`config.mk`:
```
export PLATFORM = sky130hd
export DESIGN_NAME = swo_uart_rx_flat
export DESIGN_NICKNAME = d
export VERILOG_FILES = /design/src/rtl/swo_uart_rx_pkg.sv /design/src/rtl/swo_uart_rx_if.sv /design/src/rtl/swo_uart_rx_bit_timer.sv /design/src/rtl/swo_uart_rx.sv /design/src/flat_wrapper.sv
export SDC_FILE = /design/constraint.sdc
export NUM_CORES = 1
export LEC_CHECK = 0
export ABC_AREA = 1
export CORE_MARGIN = 3
export CORE_UTILIZATION = 68
export DETAILED_ROUTE_END_ITERATION = 8
export DONT_BUFFER_PORTS = 1
export GPL_TIMING_DRIVEN = 0
export PLACE_DENSITY = 0.89
export SYNTH_ARGS = -nofsm -noshare
export SYNTH_HDL_FRONTEND = slang
export SYNTH_HIERARCHICAL = 1
export SYNTH_SLANG_ARGS = --single-unit
```
`constraint.sdc`:
```
create_clock -name uart_clk -period 3 [get_ports uart_clk]
set_input_delay 0.6 -clock uart_clk [delete_from_list [all_inputs] [get_ports uart_clk]]
set_output_delay 0.6 -clock uart_clk [all_outputs]
set_load 0.01 [all_outputs]
```
`src/rtl/swo_uart_rx_pkg.sv`:
```
// Shared state encodings, framing limits and clamp helpers for the SWO UART receiver.
package swo_uart_rx_pkg;

  typedef enum logic [2:0] {
    ST_IDLE      = 3'd0,
    ST_START     = 3'd1,
    ST_DATA      = 3'd2,
    ST_STOP      = 3'd3,
    ST_WAIT_IDLE = 3'd4
  } state_t;

  localparam logic [3:0] DATA_BITS_MIN = 4'd5;
  localparam logic [3:0] DATA_BITS_MAX = 4'd8;
  localparam logic [1:0] STOP_BITS_MIN = 2'd1;
  localparam logic [1:0] STOP_BITS_MAX = 2'd2;
  localparam int unsigned DEFAULT_DIV  = 7;

  function automatic logic [3:0] clamp_data_bits(input logic [3:0] bits);
    if (bits < DATA_BITS_MIN) return DATA_BITS_MIN;
    if (bits > DATA_BITS_MAX) return DATA_BITS_MAX;
    return bits;
  endfunction

  function automatic logic [1:0] clamp_stop_bits(input logic [1:0] bits);
    if (bits < STOP_BITS_MIN) return STOP_BITS_MIN;
    if (bits > STOP_BITS_MAX) return STOP_BITS_MAX;
    return bits;
  endfunction

endpackage

```
`src/rtl/swo_uart_rx_if.sv`:
```
// Received-character bus from the SWO UART receiver to the trace framing logic.
interface swo_uart_rx_if;
  logic [7:0] O_swo_data;
  logic       O_swo_data_valid;
  logic       O_framing_error;
  logic       O_busy;

  modport master (
    output O_swo_data,
    output O_swo_data_valid,
    output O_framing_error,
    output O_busy
  );

  modport slave (
    input O_swo_data,
    input O_swo_data_valid,
    input O_framing_error,
    input O_busy
  );
endinterface

```
`src/rtl/swo_uart_rx_bit_timer.sv`:
```
// Bit-period down-counter: ticks when it reaches zero, then reloads so the period is reload+1 cycles.
module swo_bit_timer #(
  parameter int pDIV_WIDTH = 8
) (
  input  logic                  uart_clk,
  input  logic                  reset_i,
  input  logic                  i_load,
  input  logic [pDIV_WIDTH-1:0] i_load_val,
  input  logic [pDIV_WIDTH-1:0] i_reload_val,
  output logic                  o_tick
);

  logic [pDIV_WIDTH-1:0] r_cnt;

  always_ff @(posedge uart_clk) begin
    if (reset_i) begin
      r_cnt <= '0;
    end else if (i_load) begin
      r_cnt <= i_load_val;
    end else if (r_cnt == '0) begin
      r_cnt <= i_reload_val;
    end else begin
      r_cnt <= r_cnt - {{(pDIV_WIDTH-1){1'b0}}, 1'b1};
    end
  end

  assign o_tick = (r_cnt == '0);

endmodule

```
`src/rtl/swo_uart_rx.sv`:
```
// SWO UART (NRZ) receiver: synchronises the pin, samples mid-bit and emits one strobe per frame.
module swo_uart_rx
  import swo_uart_rx_pkg::*;
#(
  parameter int pSYNC_STAGES = 2,
  parameter int pDIV_WIDTH   = 8
) (
  input  logic                  uart_clk,
  input  logic                  reset_i,
  input  logic                  I_swo,
  input  logic                  I_swo_enable,
  input  logic [pDIV_WIDTH-1:0] I_swo_bitrate_div,
  input  logic [1:0]            I_uart_stop_bits,
  input  logic [3:0]            I_uart_data_bits,
  swo_uart_rx_if.master         o_rx
);

  logic [pSYNC_STAGES-1:0] r_swo_sync;
  logic                    w_swo_s;

  // Preset high so reset does not look like a start bit.
  always_ff @(posedge uart_clk) begin
    if (reset_i) begin
      r_swo_sync <= '1;
    end else begin
      r_swo_sync <= {r_swo_sync[pSYNC_STAGES-2:0], I_swo};
    end
  end

  assign w_swo_s = r_swo_sync[pSYNC_STAGES-1];

  state_t                r_state;
  logic [pDIV_WIDTH-1:0] r_div;
  logic [3:0]            r_data_bits;
  logic [1:0]            r_stop_bits;
  logic [2:0]            r_bit_idx;
  logic [1:0]            r_stop_idx;
  logic [7:0]            r_shift;
  logic [7:0]            r_data;
  logic                  r_valid;
  logic                  r_ferr;
  logic                  r_busy;

  logic                  w_load;
  logic                  w_tick;
  logic [pDIV_WIDTH-1:0] w_half_div;

  assign w_load     = (r_state == ST_IDLE) && I_swo_enable && !w_swo_s;
  assign w_half_div = I_swo_bitrate_div >> 1;

  swo_bit_timer #(
    .pDIV_WIDTH (pDIV_WIDTH)
  ) u_bit_timer (
    .uart_clk     (uart_clk),
    .reset_i      (reset_i),
    .i_load       (w_load),
    .i_load_val   (w_half_div),
    .i_reload_val (r_div),
    .o_tick       (w_tick)
  );

  always_ff @(posedge uart_clk) begin
    if (reset_i) begin
      r_state     <= ST_IDLE;
      r_div       <= '0;
      r_data_bits <= DATA_BITS_MAX;
      r_stop_bits <= STOP_BITS_MIN;
      r_bit_idx   <= '0;
      r_stop_idx  <= '0;
      r_shift     <= '0;
      r_data      <= '0;
      r_valid     <= 1'b0;
      r_ferr      <= 1'b0;
      r_busy      <= 1'b0;
    end else begin
      r_valid <= 1'b0;
      r_ferr  <= 1'b0;
      if (!I_swo_enable) begin
        r_state <= ST_IDLE;
        r_busy  <= 1'b0;
      end else begin
        case (r_state)
          ST_IDLE: begin
            // Settings are frozen per frame so live register writes cannot corrupt it.
            if (!w_swo_s) begin
              r_div       <= I_swo_bitrate_div;
              r_data_bits <= clamp_data_bits(I_uart_data_bits);
              r_stop_bits <= clamp_stop_bits(I_uart_stop_bits);
              r_shift     <= '0;
              r_bit_idx   <= '0;
              r_stop_idx  <= '0;
              r_state     <= ST_START;
              r_busy      <= 1'b1;
            end
          end
          ST_START: begin
            if (w_tick) begin
              if (w_swo_s) begin
                r_state <= ST_IDLE;
                r_busy  <= 1'b0;
              end else begin
                r_state <= ST_DATA;
              end
            end
          end
          ST_DATA: begin
            if (w_tick) begin
              r_shift[r_bit_idx] <= w_swo_s;
              if ({1'b0, r_bit_idx} == r_data_bits - 4'd1) begin
                r_state <= ST_STOP;
              end else begin
                r_bit_idx <= r_bit_idx + 3'd1;
              end
            end
          end
          ST_STOP: begin
            if (w_tick) begin
              if (!w_swo_s) begin
                r_ferr  <= 1'b1;
                r_state <= ST_WAIT_IDLE;
              end else if (r_stop_idx == r_stop_bits - 2'd1) begin
                r_data  <= r_shift;
                r_valid <= 1'b1;
                r_state <= ST_IDLE;
                r_busy  <= 1'b0;
              end else begin
                r_stop_idx <= r_stop_idx + 2'd1;
              end
            end
          end
          ST_WAIT_IDLE: begin
            // A line stuck low must not be re-read as a stream of frames.
            if (w_swo_s) begin
              r_state <= ST_IDLE;
              r_busy  <= 1'b0;
            end
          end
          default: begin
            r_state <= ST_IDLE;
            r_busy  <= 1'b0;
          end
        endcase
      end
    end
  end

  assign o_rx.O_swo_data       = r_data;
  assign o_rx.O_swo_data_valid = r_valid;
  assign o_rx.O_framing_error  = r_ferr;
  assign o_rx.O_busy           = r_busy;

endmodule

```
`src/flat_wrapper.sv`:
```
// flat-port wrapper written by rule: the top's interface ports become plain ports
module swo_uart_rx_flat import swo_uart_rx_pkg::*;
#(
  parameter int pSYNC_STAGES = 2,
  parameter int pDIV_WIDTH   = 8
)
  (uart_clk, reset_i, I_swo, I_swo_enable, I_swo_bitrate_div, I_uart_stop_bits, I_uart_data_bits, o_rx_O_swo_data, o_rx_O_swo_data_valid, o_rx_O_framing_error, o_rx_O_busy);
  swo_uart_rx_if o_rx_i ();
  input  logic uart_clk;
  input  logic reset_i;
  input  logic I_swo;
  input  logic I_swo_enable;
  input  logic [pDIV_WIDTH-1:0] I_swo_bitrate_div;
  input  logic [1:0] I_uart_stop_bits;
  input  logic [3:0] I_uart_data_bits;
  output wire logic [$bits(o_rx_i.O_swo_data)-1:0] o_rx_O_swo_data;
  output wire logic [$bits(o_rx_i.O_swo_data_valid)-1:0] o_rx_O_swo_data_valid;
  output wire logic [$bits(o_rx_i.O_framing_error)-1:0] o_rx_O_framing_error;
  output wire logic [$bits(o_rx_i.O_busy)-1:0] o_rx_O_busy;
  assign o_rx_O_swo_data = o_rx_i.O_swo_data;
  assign o_rx_O_swo_data_valid = o_rx_i.O_swo_data_valid;
  assign o_rx_O_framing_error = o_rx_i.O_framing_error;
  assign o_rx_O_busy = o_rx_i.O_busy;
  swo_uart_rx #(.pSYNC_STAGES(pSYNC_STAGES), .pDIV_WIDTH(pDIV_WIDTH)) u_core (.uart_clk(uart_clk), .reset_i(reset_i), .I_swo(I_swo), .I_swo_enable(I_swo_enable), .I_swo_bitrate_div(I_swo_bitrate_div), .I_uart_stop_bits(I_uart_stop_bits), .I_uart_data_bits(I_uart_data_bits), .o_rx(o_rx_i));
endmodule
```
==> results of run 1 <==
## flip-flops by register name (all words and copies together), names as in the netlist, 2 cells and up
name and flops:
u_core/o_rx.O_swo_data 8, u_core/r_bit_idx 3, u_core/r_data_bits 4, u_core/r_div 8
u_core/r_shift 8, u_core/r_state 3, u_core/r_stop_bits 2, u_core/r_stop_idx 2
u_core/r_swo_sync 2, u_core/u_bit_timer/r_cnt 8
## power groups by stage
stage                     sequential [mW]  clock, mW  combinational, mW
after floorplan                     0.843          0              0.716
after global placement              0.857          0              0.828
after detailed placement            0.861          0              0.857
after CTS                           0.847      0.390              0.863
after global routing                0.859      0.410              0.991
final                               0.847      0.383              0.863
## cell families after synthesis
family | count (synthesis)
other | 1
adder cells (fa/ha/maj) | 4
buffers and inverters | 71
AO/OA/AOI/OAI | 80
AND/OR/NAND/NOR | 179
XOR/XNOR | 3
flip-flops | 51
## through the flow
step / util, % / cell area (um2) / hold WS (ns) / power, mW
finish: 75.7 / 2810 / 0.392 / 2.09
global route: 75.7 / 2810 / 0.384 / 2.26
CTS: 75.7 / 2810 / 0.389 / 2.10
detailed placement: 73.5 / 2730 / 0.418 / 1.72
global placement: 73.5 / 2730 / 0.398 / 1.69
floorplan: - / 2670 / 0.389 / 1.56
## cells in the final DEF (no fill, tap or decap), types with 2 or more instances in the layout
cell type   n
nand2_1    69
dfxtp_1    51
inv_1      50
nor2_1     48
a21oi_1    35
o21ai_0    34
nand3_1    22
nand4_1    14
nor3_1      9
clkbuf_1    6
clkbuf_8    5
inv_2       5
buf_6       5
nor2_4      4
buf_2       4
o21bai_1    4
ha_1        4
nand2_2     3
nor2_2      3
nand3_2     2
nor3_2      2
buf_4       2
o21ai_2     2
or2_2       2
xor2_1      2
o21ai_1     2
## routing by layer
layer	global-route usage [%]	wire length (um)	vias to the layer above
met1	32.5	2550	1112
li1	-	-	1266
met3	6.32	390	10
met2	44.0	2700	75
met4	7.44	72	0
met5	0	0	-
## path summary, 6_finish.rpt
| kind | end | startpoint | cells after the start |
|---|---|---|---|
| max | u_core/u_bit_timer/r_cnt[0] | u_core/u_bit_timer/r_cnt[0] | 15 |
| max reg2reg | u_core/u_bit_timer/r_cnt[0] | u_core/u_bit_timer/r_cnt[0] | 15 |
| min reg2reg | u_core/r_swo_sync[1] | u_core/r_swo_sync[0] | 1 |
| min | u_core/r_swo_sync[0] | I_swo | 1 |
## cell type report
class | count | share of cell area [%]
sequential | 51 | 36.3
clock buffer | 7 | 2.71
inverter | 55 | 7.34
buffer | 16 | 3.91
tap | 48 | 2.14
clock inverter | 1 | 0.178
multi-input combinational | 267 | 47.4
## critical path, cell delays in order, from the launching register on
cell	delay, ns
dfxtp_1	0.34
inv_1	0.11
ha_1	0.22
nand3_1	0.09
nor2_1	0.36
o211ai_1	0.21
nor2_4	0.17
nand2_4	0.10
inv_2	0.09
buf_6	0.14
buf_6	0.15
inv_1	0.13
nor2_1	0.11
nor2_1	0.05
o21ai_1	0.09
inv_1	0.05
==> impl_metrics.json, run 1 <==
{
  "status": "finished, final reports clean",
  "pwr-share-comb_pct": 41.2,
  "synth_nets": 411,
  "setup_viol": 0,
  "yosysMostFrequentCell": "nand2_1",
  "port-buffer-count": 0,
  "yosys-top-cells-area": "dfxtp_1, nand2_1, inv_1",
  "netlist_area_um2": 2670,
  "via_per_inst": 5.53,
  "p_switching_uw": 843,
  "die_h_um": 68.7,
  "nNetsFinal": 418,
  "synth-compound-area-share_pct": 15.9,
  "post_cts_buffers": 0,
  "grt_overflow": 0,
  "area_growth_pct": 5.29,
  "initial_core_util_pct": 71.9,
  "yosysTopAreaCellShare_pct": 38.2,
  "synthFlopType": "dfxtp_1",
  "p_clk_share_pct": 18.3,
  "die_w_um": 68.7,
  "clkSinkCount": 51,
  "cts_hold_buf": 0,
  "ys_ff_latch": 51,
  "maxCapViolCount": 0,
  "avgSynthCellArea_um2": 6.87,
  "synth_top_area_cell": "dfxtp_1",
  "stdcell_count": 445,
  "grt_max_degree": 15,
  "dp_cells": 437,
  "regArea_um2": 1020,
  "cts_root_buf": "clkbuf_8",
  "synth-simple-area-share_pct": 31.0,
  "vdd_drop_max_uv": 515,
  "cts_tree": "yes",
  "h-tree-depth": 2,
  "syn_inst": 389,
  "switching_share_pct": 40.3,
  "synthMuxAreaShare_pct": 0,
  "fillers": 296,
  "hold_viol": 0,
  "diodes": 0,
  "finClkSkew_ns": 0.00548,
  "leakagePower_nw": 1.21,
  "hold_path.class": "in2reg",
  "synth_edf_count": 0,
  "slew_viol_final": 0,
  "ys_seq_area_share_pct": 38.2,
  "powerDensity_nw_per_um2": 744,
  "start_kind": "flip-flop",
  "pwr-share-seq_pct": 40.5,
  "post-route-min-period_ns": 2.53,
  "cts.repair.resized": 0,
  "setup_tns_ns": 0,
  "place_ws_ns": 0.560,
  "drc": 0,
  "grt_pass1_vias": 2117,
  "multi_input_area_um2": 1330,
  "die-area_um2": 4720,
  "synthXorXnorAreaFrac_pct": 0.984,
  "synth_cell_types": 32,
  "grtUsageTotal_pct": 25.9,
  "synth_adder_area_share_pct": 1.87,
  "synth_top_family_by_area": "simple AND/OR/NAND/NOR gates",
  "drt_first_iter_violations": 202,
  "grt_antenna_before_repair": 0,
  "worst_pin_slew_ns": 0.521,
  "ios": 29,
  "first_pass_iters": 5,
  "coreArea_um2": 3720,
  "p_int_mw": 1.25,
  "clock_latency_ns": 0.31,
  "worstPathArrival_ns": 2.74,
  "grt_pass1_wl_mm": 9.14,
  "cp.required_ns": 3.21,
  "path_max_fanout": 10,
  "rrSetupSlack_ns": 0.47,
  "timing.final.crit_share_pct": 84.3,
  "wl_mm": 5.71,
  "synth_common_cells": "nand2_1, dfxtp_1, inv_1",
  "ant_nets": 0,
  "fmax_mhz": 396,
  "ys.warnings.count": 6,
  "rsz0062_at_grt": "no",
  "timing.final.ws_setup_ns": 0.472,
  "relSlewSlack_pct": 65.3,
  "place_congestion": 0.919,
  "crit_path_end_kind": "flip-flop",
  "route.vias.total": 2463,
  "wire_per_inst_um": 12.8,
  "hpwlAfterDp_mm": 4.25,
  "path_clk_slew_ns": 0.09,
  "crit_type": "reg2reg",
  "drive_above_1_share_pct": 10.6,
  "numCtsBuffers": 5,
  "async_flop_share_pct": 0,
  "rows": 22,
  "clockBufferDepth": 2
}
Note: power is estimated with default switching activity, not from simulation.
==> inputs of run 2 (changes only) <==
CORE_UTILIZATION = 63   (was 68)
PLACE_DENSITY = 0.84   (was 0.89)
clock period = 2.6 ns   (was 3 ns; I/O delays follow)
==> run 2 against run 1 <==
  * Via count rose by 0.57%
  * Worst hold slack worse by 0.078 ns
  * Sequential share of layout area fell by 0.40 points
  * Sequential power rose by 15%
  * Count of clock-buffer cells in the layout shrank 1
  * Maximum frequency rose by 7.7%
  * Wire length up 0.14%
  * Largest cell class unchanged
  * Largest power group unchanged
==> impl_metrics.json, run 2 (synthesis results as in run 1) <==
{
  "port-buffer-count": 0,
  "powerDensity_nw_per_um2": 888,
  "area_growth_pct": 6.46,
  "multi_input_area_um2": 1340,
  "setup_tns_ns": 0,
  "drt_first_iter_violations": 148,
  "grt_max_degree": 15,
  "path_clk_slew_ns": 0.09,
  "coreArea_um2": 4060,
  "initial_core_util_pct": 65.8,
  "start_kind": "flip-flop",
  "hpwlAfterDp_mm": 4.29,
  "met3_usage_pct": 6.39,
  "vdd_drop_max_uv": 447,
  "layout_commonest_cell": "nand2_1",
  "nNetsFinal": 418,
  "grt_util_met2_pct": 38.9,
  "h-tree-depth": 2,
  "drive_above_1_share_pct": 10.9,
  "cts_tree": "yes",
  "hold_path.class": "in2reg",
  "rrSetupSlack_ns": 0.25,
  "grt_pass1_vias": 2271,
  "finClkSkew_ns": 0.00779,
  "post-route-min-period_ns": 2.35,
  "numCtsBuffers": 5,
  "busiest_layer": "met2",
  "regArea_um2": 1020,
  "diodes": 0,
  "drc": 0,
  "power_mw": 2.53,
  "fillers": 360,
  "first_pass_iters": 5,
  "maxCapViolCount": 0,
  "grt_use_met1_pct": 31.7,
  "cp.required_ns": 2.82,
  "route.vias.total": 2477,
  "place_congestion": 0.940,
  "slew_viol_final": 0,
  "layout_common_cells": "nand2_1, dfxtp_1, inv_1",
  "fmax_mhz": 426,
  "slowest_delay_ns": 0.33,
  "leakagePower_nw": 1.22,
  "wire_per_inst_um": 12.8,
  "ant_nets": 0,
  "setup_viol": 0,
  "crit_slowest_cell": "dfxtp_1",
  "grt_pass1_wl_mm": 9.89,
  "cts_root_buf": "clkbuf_8",
  "die_w_um": 71.1,
  "grtUsageTotal_pct": 24.3,
  "crit_chain": "inv_1, ha_1, nand3_1, nor2_4, o211ai_1, nor2_4, nand2_4, inv_2, buf_6, buf_6, inv_1, nor2_1, nor2_1, nand2_1, inv_1",
  "crit_top_cell": "inv_1",
  "via_per_inst": 5.55,
  "grt_overflow": 0,
  "wl_mm": 5.72,
  "clock_latency_ns": 0.31,
  "timing.final.crit_share_pct": 90.3,
  "worstPathArrival_ns": 2.57,
  "clockBufferDepth": 2,
  "path_max_fanout": 10,
  "rows": 23,
  "die_h_um": 71.1,
  "rsz0062_at_grt": "no",
  "crit_type": "reg2reg",
  "crit_path_end_kind": "flip-flop",
  "hold_viol": 0,
  "clkSinkCount": 51,
  "die-area_um2": 5060,
  "grt_antenna_before_repair": 0,
  "status": "finished, final reports clean",
  "ios": 29
}
[run 2: final timing paths]
check,startpoint,to,cells past startpoint
setup / recovery,u_core/u_bit_timer/r_cnt[0],u_core/u_bit_timer/r_cnt[4],15
hold / removal,I_swo,u_core/r_swo_sync[0],1
setup reg to reg,u_core/u_bit_timer/r_cnt[0],u_core/u_bit_timer/r_cnt[4],15
hold reg to reg,u_core/r_swo_sync[0],u_core/r_swo_sync[1],1
[run 2: area by class of cell]
cell class	count	share of cell area, %
clock buffers	6	2.55
flip-flops and latches	51	35.9
plain buffers	16	3.87
clock inverters	1	1.06
inverters	55	7.26
multi-input cells	267	47.2
well taps	50	2.20
[run 2: what timing repair did]
| item | 4_1_cts | 5_1_grt |
|---|---|---|
| buffers inserted | 0 | 0 |
| endpoints found under the hold margin | 0 | 0 |
| hold buffers | 0 | 0 |
| resized for setup | 0 | 2 |
| setup endpoints to repair | 0 | 5 |
[run 2: worst max-delay path: cells and delay by family, from the launching register on]
family | cells | cell delay (ns)
DFF | 1 | 0.33
adders and majority gates | 1 | 0.23
buffers and inverters | 6 | 0.64
and+or+nand+nor | 7 | 0.87
AOI/OAI and AO/OA | 1 | 0.16
[run 2: through the flow]
step	cells	setup WS [ns]	util, %	hold slack, ns	area, um2
floorplan	389	0.564	-	0.389	2670
global placement	439	0.177	67.4	0.399	2730
detailed placement	439	0.150	67.4	0.401	2730
CTS	446	0.113	69.9	0.309	2840
global route	446	0.0174	70.1	0.302	2840
finish	446	0.253	70.1	0.315	2840
[run 2: where the power goes]
part	switching, mW	total (mW)	internal [mW]
combinational	0.642	1.02	0.375
clock	0.250	0.533	0.282
sequential	0.0918	0.977	0.885
total	0.984	2.53	1.54
[run 2: per-layer routing]
| metal | share of wire, % | vias to the layer above |
|---|---|---|
| li1 | - | 1271 |
| met1 | 45 | 1111 |
| met2 | 46 | 85 |
| met3 | 6.6 | 10 |
| met4 | 1.5 | 0 |
| met5 | 0 | - |
